`config.mk`:
```
export PLATFORM = sky130hd
export DESIGN_NAME = uart_tx_ctrl
export DESIGN_NICKNAME = d
export VERILOG_FILES = /design/src/rtl/uart_pkg.sv /design/src/rtl/uart_baud_cnt.sv /design/src/rtl/uart_tx_ctrl.sv
export SDC_FILE = /design/constraint.sdc
export NUM_CORES = 1
export LEC_CHECK = 0
export BUFFER_PORTS_ARGS = -buffer_cell sky130_fd_sc_hd__buf_2
export CORE_ASPECT_RATIO = 0.7
export CORE_MARGIN = 2
export CORE_UTILIZATION = 57
export CTS_CLUSTER_SIZE = 40
export DETAILED_ROUTE_END_ITERATION = 6
export GPL_TIMING_DRIVEN = 0
export PLACE_DENSITY = 0.8
export SETUP_SLACK_MARGIN = 0.15
export SYNTH_ARGS = -nofsm -noshare
export SYNTH_HDL_FRONTEND = slang
export SYNTH_HIERARCHICAL = 1
export SYNTH_SLANG_ARGS = --single-unit
```
`constraint.sdc`:
```
create_clock -name clk -period 3 [get_ports clk]
set_input_delay 0.6 -clock clk [delete_from_list [all_inputs] [get_ports clk]]
set_output_delay 0.6 -clock clk [all_outputs]
set_load 0.01 [all_outputs]
```
`src/rtl/uart_pkg.sv`:
```
// rtl/uart_pkg.sv - shared UART slot numbering, data width and transmit state encoding
package uart_pkg;

  localparam logic [3:0] UART_SLOT_START = 4'd0;
  localparam logic [3:0] UART_SLOT_STOP  = 4'd9;
  localparam int         UART_DATA_W     = 8;

  typedef enum logic {
    TX_IDLE = 1'b0,
    TX_SEND = 1'b1
  } uart_tx_state_e;

endpackage

```
`src/rtl/uart_baud_cnt.sv`:
```
// rtl/uart_baud_cnt.sv - baud divider with clear/enable; tick marks the last cycle of each bit slot
module uart_baud_cnt #(
  parameter int BAUD_DIV = 5208
) (
  input  logic clk,
  input  logic rst,
  input  logic clr_i,
  input  logic en_i,
  output logic tick_o
);

  localparam int CNT_W = $clog2(BAUD_DIV);
  localparam logic [CNT_W-1:0] LAST = CNT_W'(BAUD_DIV - 1);

  logic [CNT_W-1:0] cnt_q;
  logic [CNT_W-1:0] cnt_d;

  // Wraps to zero on its own so consecutive slots need no external clear.
  always_comb begin
    cnt_d = cnt_q;
    if (clr_i) begin
      cnt_d = '0;
    end else if (en_i) begin
      cnt_d = (cnt_q == LAST) ? '0 : cnt_q + CNT_W'(1);
    end
  end

  always_ff @(posedge clk) begin
    if (rst) begin
      cnt_q <= '0;
    end else begin
      cnt_q <= cnt_d;
    end
  end

  assign tick_o = en_i && (cnt_q == LAST);

endmodule

```
`src/rtl/uart_tx_ctrl.sv`:
```
// rtl/uart_tx_ctrl.sv - UART transmit sequencer stepping tx_num over start/data/stop slots
// Define UART_TX_TWO_STOP_EN to hold the stop slot for two baud periods.
module uart_tx_ctrl
  import uart_pkg::*;
#(
  parameter int BAUD_DIV = 5208
) (
  input  logic                   clk,
  input  logic                   rst,
  input  logic                   tx_valid,
  input  logic [UART_DATA_W-1:0] tx_data,
  output logic                   tx_ready,
  output logic                   tx_sel_data,
  output logic [3:0]             tx_num,
  output logic [UART_DATA_W-1:0] tx_d,
  output logic                   tx_done
);

  if (BAUD_DIV < 2) begin : g_bad_baud_div
    $error("uart_tx_ctrl: BAUD_DIV must be at least 2");
  end

  uart_tx_state_e         state_q, state_d;
  logic                   ready_q, ready_d;
  logic                   sel_q, sel_d;
  logic [3:0]             num_q, num_d;
  logic [UART_DATA_W-1:0] txd_q, txd_d;
  logic                   done_q, done_d;
  logic                   baud_clr;
  logic                   baud_en;
  logic                   baud_tick;
  logic                   frame_end;
`ifdef UART_TX_TWO_STOP_EN
  logic                   stop_ext_q, stop_ext_d;
`endif

  uart_baud_cnt #(
    .BAUD_DIV(BAUD_DIV)
  ) u_baud_cnt (
    .clk   (clk),
    .rst   (rst),
    .clr_i (baud_clr),
    .en_i  (baud_en),
    .tick_o(baud_tick)
  );

  always_comb begin
    state_d   = state_q;
    ready_d   = ready_q;
    sel_d     = sel_q;
    num_d     = num_q;
    txd_d     = txd_q;
    done_d    = 1'b0;
    baud_clr  = 1'b0;
    baud_en   = 1'b0;
    frame_end = 1'b0;
`ifdef UART_TX_TWO_STOP_EN
    stop_ext_d = stop_ext_q;
`endif

    case (state_q)
      TX_IDLE: begin
        baud_clr = 1'b1;
        ready_d  = 1'b1;
        if (tx_valid && ready_q) begin
          txd_d   = tx_data;
          sel_d   = 1'b1;
          num_d   = UART_SLOT_START;
          ready_d = 1'b0;
          state_d = TX_SEND;
        end
      end
      TX_SEND: begin
        baud_en = 1'b1;
        if (baud_tick) begin
          if (num_q != UART_SLOT_STOP) begin
            num_d = num_q + 4'd1;
          end else begin
`ifdef UART_TX_TWO_STOP_EN
            // First stop period only arms the extension; the second ends the frame.
            stop_ext_d = ~stop_ext_q;
            frame_end  = stop_ext_q;
`else
            frame_end = 1'b1;
`endif
          end
        end
      end
      default: state_d = TX_IDLE;
    endcase

    if (frame_end) begin
      sel_d   = 1'b0;
      num_d   = UART_SLOT_START;
      ready_d = 1'b1;
      done_d  = 1'b1;
      state_d = TX_IDLE;
    end
  end

  always_ff @(posedge clk) begin
    if (rst) begin
      state_q <= TX_IDLE;
      ready_q <= 1'b1;
      sel_q   <= 1'b0;
      num_q   <= UART_SLOT_START;
      txd_q   <= '0;
      done_q  <= 1'b0;
    end else begin
      state_q <= state_d;
      ready_q <= ready_d;
      sel_q   <= sel_d;
      num_q   <= num_d;
      txd_q   <= txd_d;
      done_q  <= done_d;
    end
  end

`ifdef UART_TX_TWO_STOP_EN
  always_ff @(posedge clk) begin
    if (rst) begin
      stop_ext_q <= 1'b0;
    end else begin
      stop_ext_q <= stop_ext_d;
    end
  end
`endif

  assign tx_ready    = ready_q;
  assign tx_sel_data = sel_q;
  assign tx_num      = num_q;
  assign tx_d        = txd_q;
  assign tx_done     = done_q;

endmodule

```
**Word level (Yosys, flattened, before mapping)**

Cells that the tools add are included.

- Word-level logic and storage cells: 34
- Bits in registers: 29
- Input port bits: 11

- Equality and inequality tests: 5
- Muxes and demuxes: 13
- Bitwise operators: 1
- Add/subtract/negate cells: 2
- Reduce and logical (&&, ||, !) cells: 6

Operators by type and width:

| kind | count |
|---|---|
| adder 13 x 1 -> 13 bit (second input constant) | 1 |
| equality test 13 bit (second input constant) | 1 |
| two-way mux 13 bit | 1 |
| two-way mux 4 bit | 3 |
| two-way mux 1 bit | 8 |
| case mux 4 bit (2 select lines) | 1 |
| adder 4 x 1 -> 4 bit (second input constant) | 1 |
| != test 2 x 1 -> 1 bit (second input constant) | 2 |
| != test 4 bit (second input constant) | 1 |
| OR reduction 2 bit | 2 |
| AND reduction 3 bit | 1 |
| logical AND 1 bit | 2 |
| != test 2 bit (second input constant) | 1 |
| AND reduction 2 bit | 1 |
| inverter 1 bit | 1 |

**Longest topological paths before layout**

- Depth after elaboration: 5
- Gate-level depth with buffers: 6
- Gate-level depth less buffers: 6

**Cells and area by module**

The synthesis kept the hierarchy.

Modules (own cells, without submodules):

| module | times used | sequential area each (um^2) | area each (um^2) | cells an instance |
|---|---|---|---|---|
| uart_baud_cnt | 1 | 260.2 | 638.1 | 70 |
| uart_tx_ctrl | 1 | 320.3 | 635.6 | 74 |

**Worst setup path after synthesis**

Ideal clock, no wire load.

- Kind: reg2reg
- Start: register u_baud_cnt.cnt_q[7]
- End: register num_q[0], in the netlist tx_num[0]
- Stages on the path, launching flop included: 7
- Setup time: 70 ps
- Arrival: 1531 ps
- Buffers on the path: 0
- Required time: 2930 ps
- Setup slack: 1399 ps
- Clock period less this slack: 1601 ps
- Cell sequence: dfxtp_1 nor4b_1 nand3b_1 nor2_1 nand2_1 or3_1 a21oi_1

- Cells in the longest elaborated chain, start to end: 5
- Elaborated cells on any way between the ends: 7
- Those cells by class: eq/ne (2); mux (2); reduce/logical (3)

Ends and longest elaborated chain:

| element | line | source |
|---|---|---|
| start, declared | uart_baud_cnt.sv:15 | `logic [CNT_W-1:0] cnt_q;` |
| start signal, assigned | uart_baud_cnt.sv:32 | `cnt_q <= cnt_d;` |
| equality test 13 bit * | uart_baud_cnt.sv:36 | `assign tick_o = en_i && (cnt_q == LAST);` |
| logical AND 1 bit * | uart_baud_cnt.sv:36 |  |
| net baud_tick | uart_tx_ctrl.sv:31 | `logic baud_tick;` |
| two-way mux 1 bit | uart_tx_ctrl.sv:75 | `if (baud_tick) begin` |
| two-way mux 1 bit | uart_tx_ctrl.sv:61 | `case (state_q)` |
| OR reduction 2 bit (no line) | -- |  |
| end signal, assigned | uart_tx_ctrl.sv:113 | `num_q <= num_d;` |
| end, declared | uart_tx_ctrl.sv:26 | `logic [3:0] num_q, num_d;` |

Mark *: on every way through the listed nets, which the timed path passes. The rest lies on a longest branch.
A chain may end at the register's enable or synchronous reset.

**Final worst setup path**

Ends and elaborated chain as after synthesis.

==> run metrics <==
status completed; # IOs 26; Syn Nets 158; clk_lat worst skew 0.34 ns; setup_tns 0 ns; most common cell in the netlist dfxtp_1; count of cell types in the netlist 32; post-route antenna net violation count 0; core area 2140 um^2; leading area contributor after synthesis dfxtp_1; pwr dens 467 nW/um^2; CTS max path bufs 2; root buffer cell clkbuf_4; wire per inst 12.4 um; FF+latch count, synth 29; Worst slew margin 69.3%; clock buffers created by TritonCTS 5; dpl cells 201; hold slack 0.454 ns; skew final 0.00693 ns; 1st-pass router iterations 4; Max Freq 0.505 GHz; routed vias/inst 5.33; Port Buffers 25; Cells after Synth 144; fraction of registers with async set/reset 0%; CTS tree done; register share of total power 57.7%; post-route minimum period 1.98 ns; top post-synthesis cells by count dfxtp_1, nand2_1, nor2_1; fin nets 190; largest net degree at the start of global routing 11; Horiz. Die Dim 60.5 um; HPWL after detailed placement 1.84 mm; Mapped Avg Cell Area 8.85 um^2; Least-Margin Pin Slew 0.460 ns; Final period util 66.0%; Setup crit start u_baud_cnt/cnt_q[7]; fin util 69.9%; final count of hold timing violations 0; Post-synth EDFFs 0; R2R Path Start u_baud_cnt/cnt_q[7]; static leakage 0.000588 uW; Hold Crit Start tx_d[1]; top cell type's share of synthesized area 45.6%; vias in the first global route 966; H-tree depth 2; Crit Path Class reg -> reg; die height 43.6 um; Clk pwr share 33.8%; Ys Warns 6; Hold-fix buffers, CTS 0; register area share after synthesis 45.6%; top cells by area, synth dfxtp_1, nand2_1, xnor2_1, nor2_1, a21oi_1; cell-internal power 509 uW; Max-cap violations 0; RD Place Congestion 0.888; clock slew at reported path FFs 0.10 ns; Final Cell Area 1490 um^2; min-delay worst type reg -> reg; Post-Layout Cell Count 209; number of clock sinks 29; Starting Density 59.6%; top_reg_cell synth dfxtp_1; maximum VDD drop 326 uV; antenna cells 0; worst endpoint required time 3.27 ns; synthesized area 1270 um^2; die area 2630 um^2; initial antenna violation count 0; post-CTS setup buffers 0; CP endpoint kind register; post-CTS sizing 0; RSZ-0062 raised after global routing no; max-slew violations 0; Via Count 1115; Sw Share 27.1%; Critical Path Source Type register; Area growth syn-to-layout 17.3%; DRT iter0 DRCs 47; Worst EP arrival 2.25 ns; GRT Overall Usage 22.5%; first-pass GRT wire length 4.24 mm; CP Max Fanout 6; sw power 190 uW; final routed DRC violation total 0; DP Area 1440 um^2; Routed WL 2.59 mm; Final Setup Violations 0; global route total overflow 0; Rows 14; layout cells sized above 1 23.7%; power share of the combinational group 8.5%
[worst paths after layout]
kind,cells past startpoint,slack (ns),endpoint
hold / removal,2,0.45,tx_d[1]
setup / recovery,6,1.02,tx_num[0]
hold reg to reg,2,0.45,tx_d[1]
setup reg to reg,6,1.02,tx_num[0]
[layer usage]
metal  track usage (%)  share of wire, %  wire, um
met2              34.6                45      1160
met3              9.85               8.0       207
met4              7.83              0.81        21
met1              28.3                46      1200
met5                 0                 0         0
[final cells by class]
type / instances / area (um^2)
Timing Repair Buffer: 25 / 125
Multi-Input combinational cell: 106 / 652
Inverter: 4 / 15.0
Tap cell: 32 / 40.0
Fill cell: 186 / 643
Buffer: 5 / 26.3
Sequential cell: 29 / 581
Clock inverter: 3 / 17.5
Clock buffer: 5 / 37.5
[flip-flops by register name (all words and copies together), names as in the netlist]
| name | flops |
|---|---|
| tx_done | 1 |
| u_baud_cnt/cnt_q | 13 |
| state_q | 1 |
| tx_ready | 1 |
| tx_num | 4 |
| tx_d | 8 |
| tx_sel_data | 1 |
[kinds of logic after synthesis]
| logic type | Yosys count | share of synthesized area [%] |
|---|---|---|
| AND/OR/NAND/NOR | 71 | 30.4 |
| flip-flops | 29 | 45.6 |
| AO/OA/AOI/OAI | 18 | 8.06 |
| XOR/XNOR | 12 | 8.25 |
| buffers and inverters | 9 | 3.24 |
| adder cells (fa/ha/maj) | 3 | 2.95 |
| multiplexers | 2 | 1.57 |
[worst max-delay path: stages (launching register included)]
cell and delay, ns:
dfxtp_1 0.37, nor4b_1 0.35, nand3b_1 0.22, nor2_1 0.30
nand2_1 0.20, or3_1 0.35, a21oi_1 0.12
[stage by stage]
step | worst slack, ns | power [uW]
floorplan | 1.40 | 447
global placement | 1.20 | 469
detailed placement | 1.15 | 472
CTS | 1.09 | 707
global route | 0.862 | 730
finish | 1.02 | 698
[placed cells by master (no fill, tap or decap)]
cell type,netlist,layout
o21ai_0,1,1
nand4_1,4,4
o21a_1,1,1
ha_1,3,3
nand3_1,7,7
clkinv_2,0,2
and3b_1,2,2
a31oi_1,1,1
clkbuf_4,0,5
o21ai_1,1,1
inv_1,4,4
nor3_1,4,4
nor3b_1,1,1
nand3b_1,2,2
clkbuf_1,1,1
o21ai_2,1,1
nor4_2,1,1
or3_1,3,3
clkinvlp_4,0,1
mux2i_1,2,2
nor2b_1,2,2
a21oi_1,12,12
a211o_2,1,1
nor4b_1,1,1
buf_4,1,1
xor2_1,3,3
xnor2_1,9,9
dfxtp_1,29,29
nand4_4,1,1
buf_2,3,28
nor2_1,17,17
nor4_4,1,1
nand4b_1,1,1
and4bb_1,1,1
nand2_1,23,23
[power by group through the flow]
stage	registers (uW)	logic, uW	clock network [uW]
3_3_place_gp	411	57.9	0
3_5_place_dp	412	59.9	0
4_1_cts	403	59.9	244
5_1_grt	405	67.0	259
2_1_floorplan	415	32.0	0
6_report	403	59.7	236
Note: power is estimated with default switching activity, not from simulation.
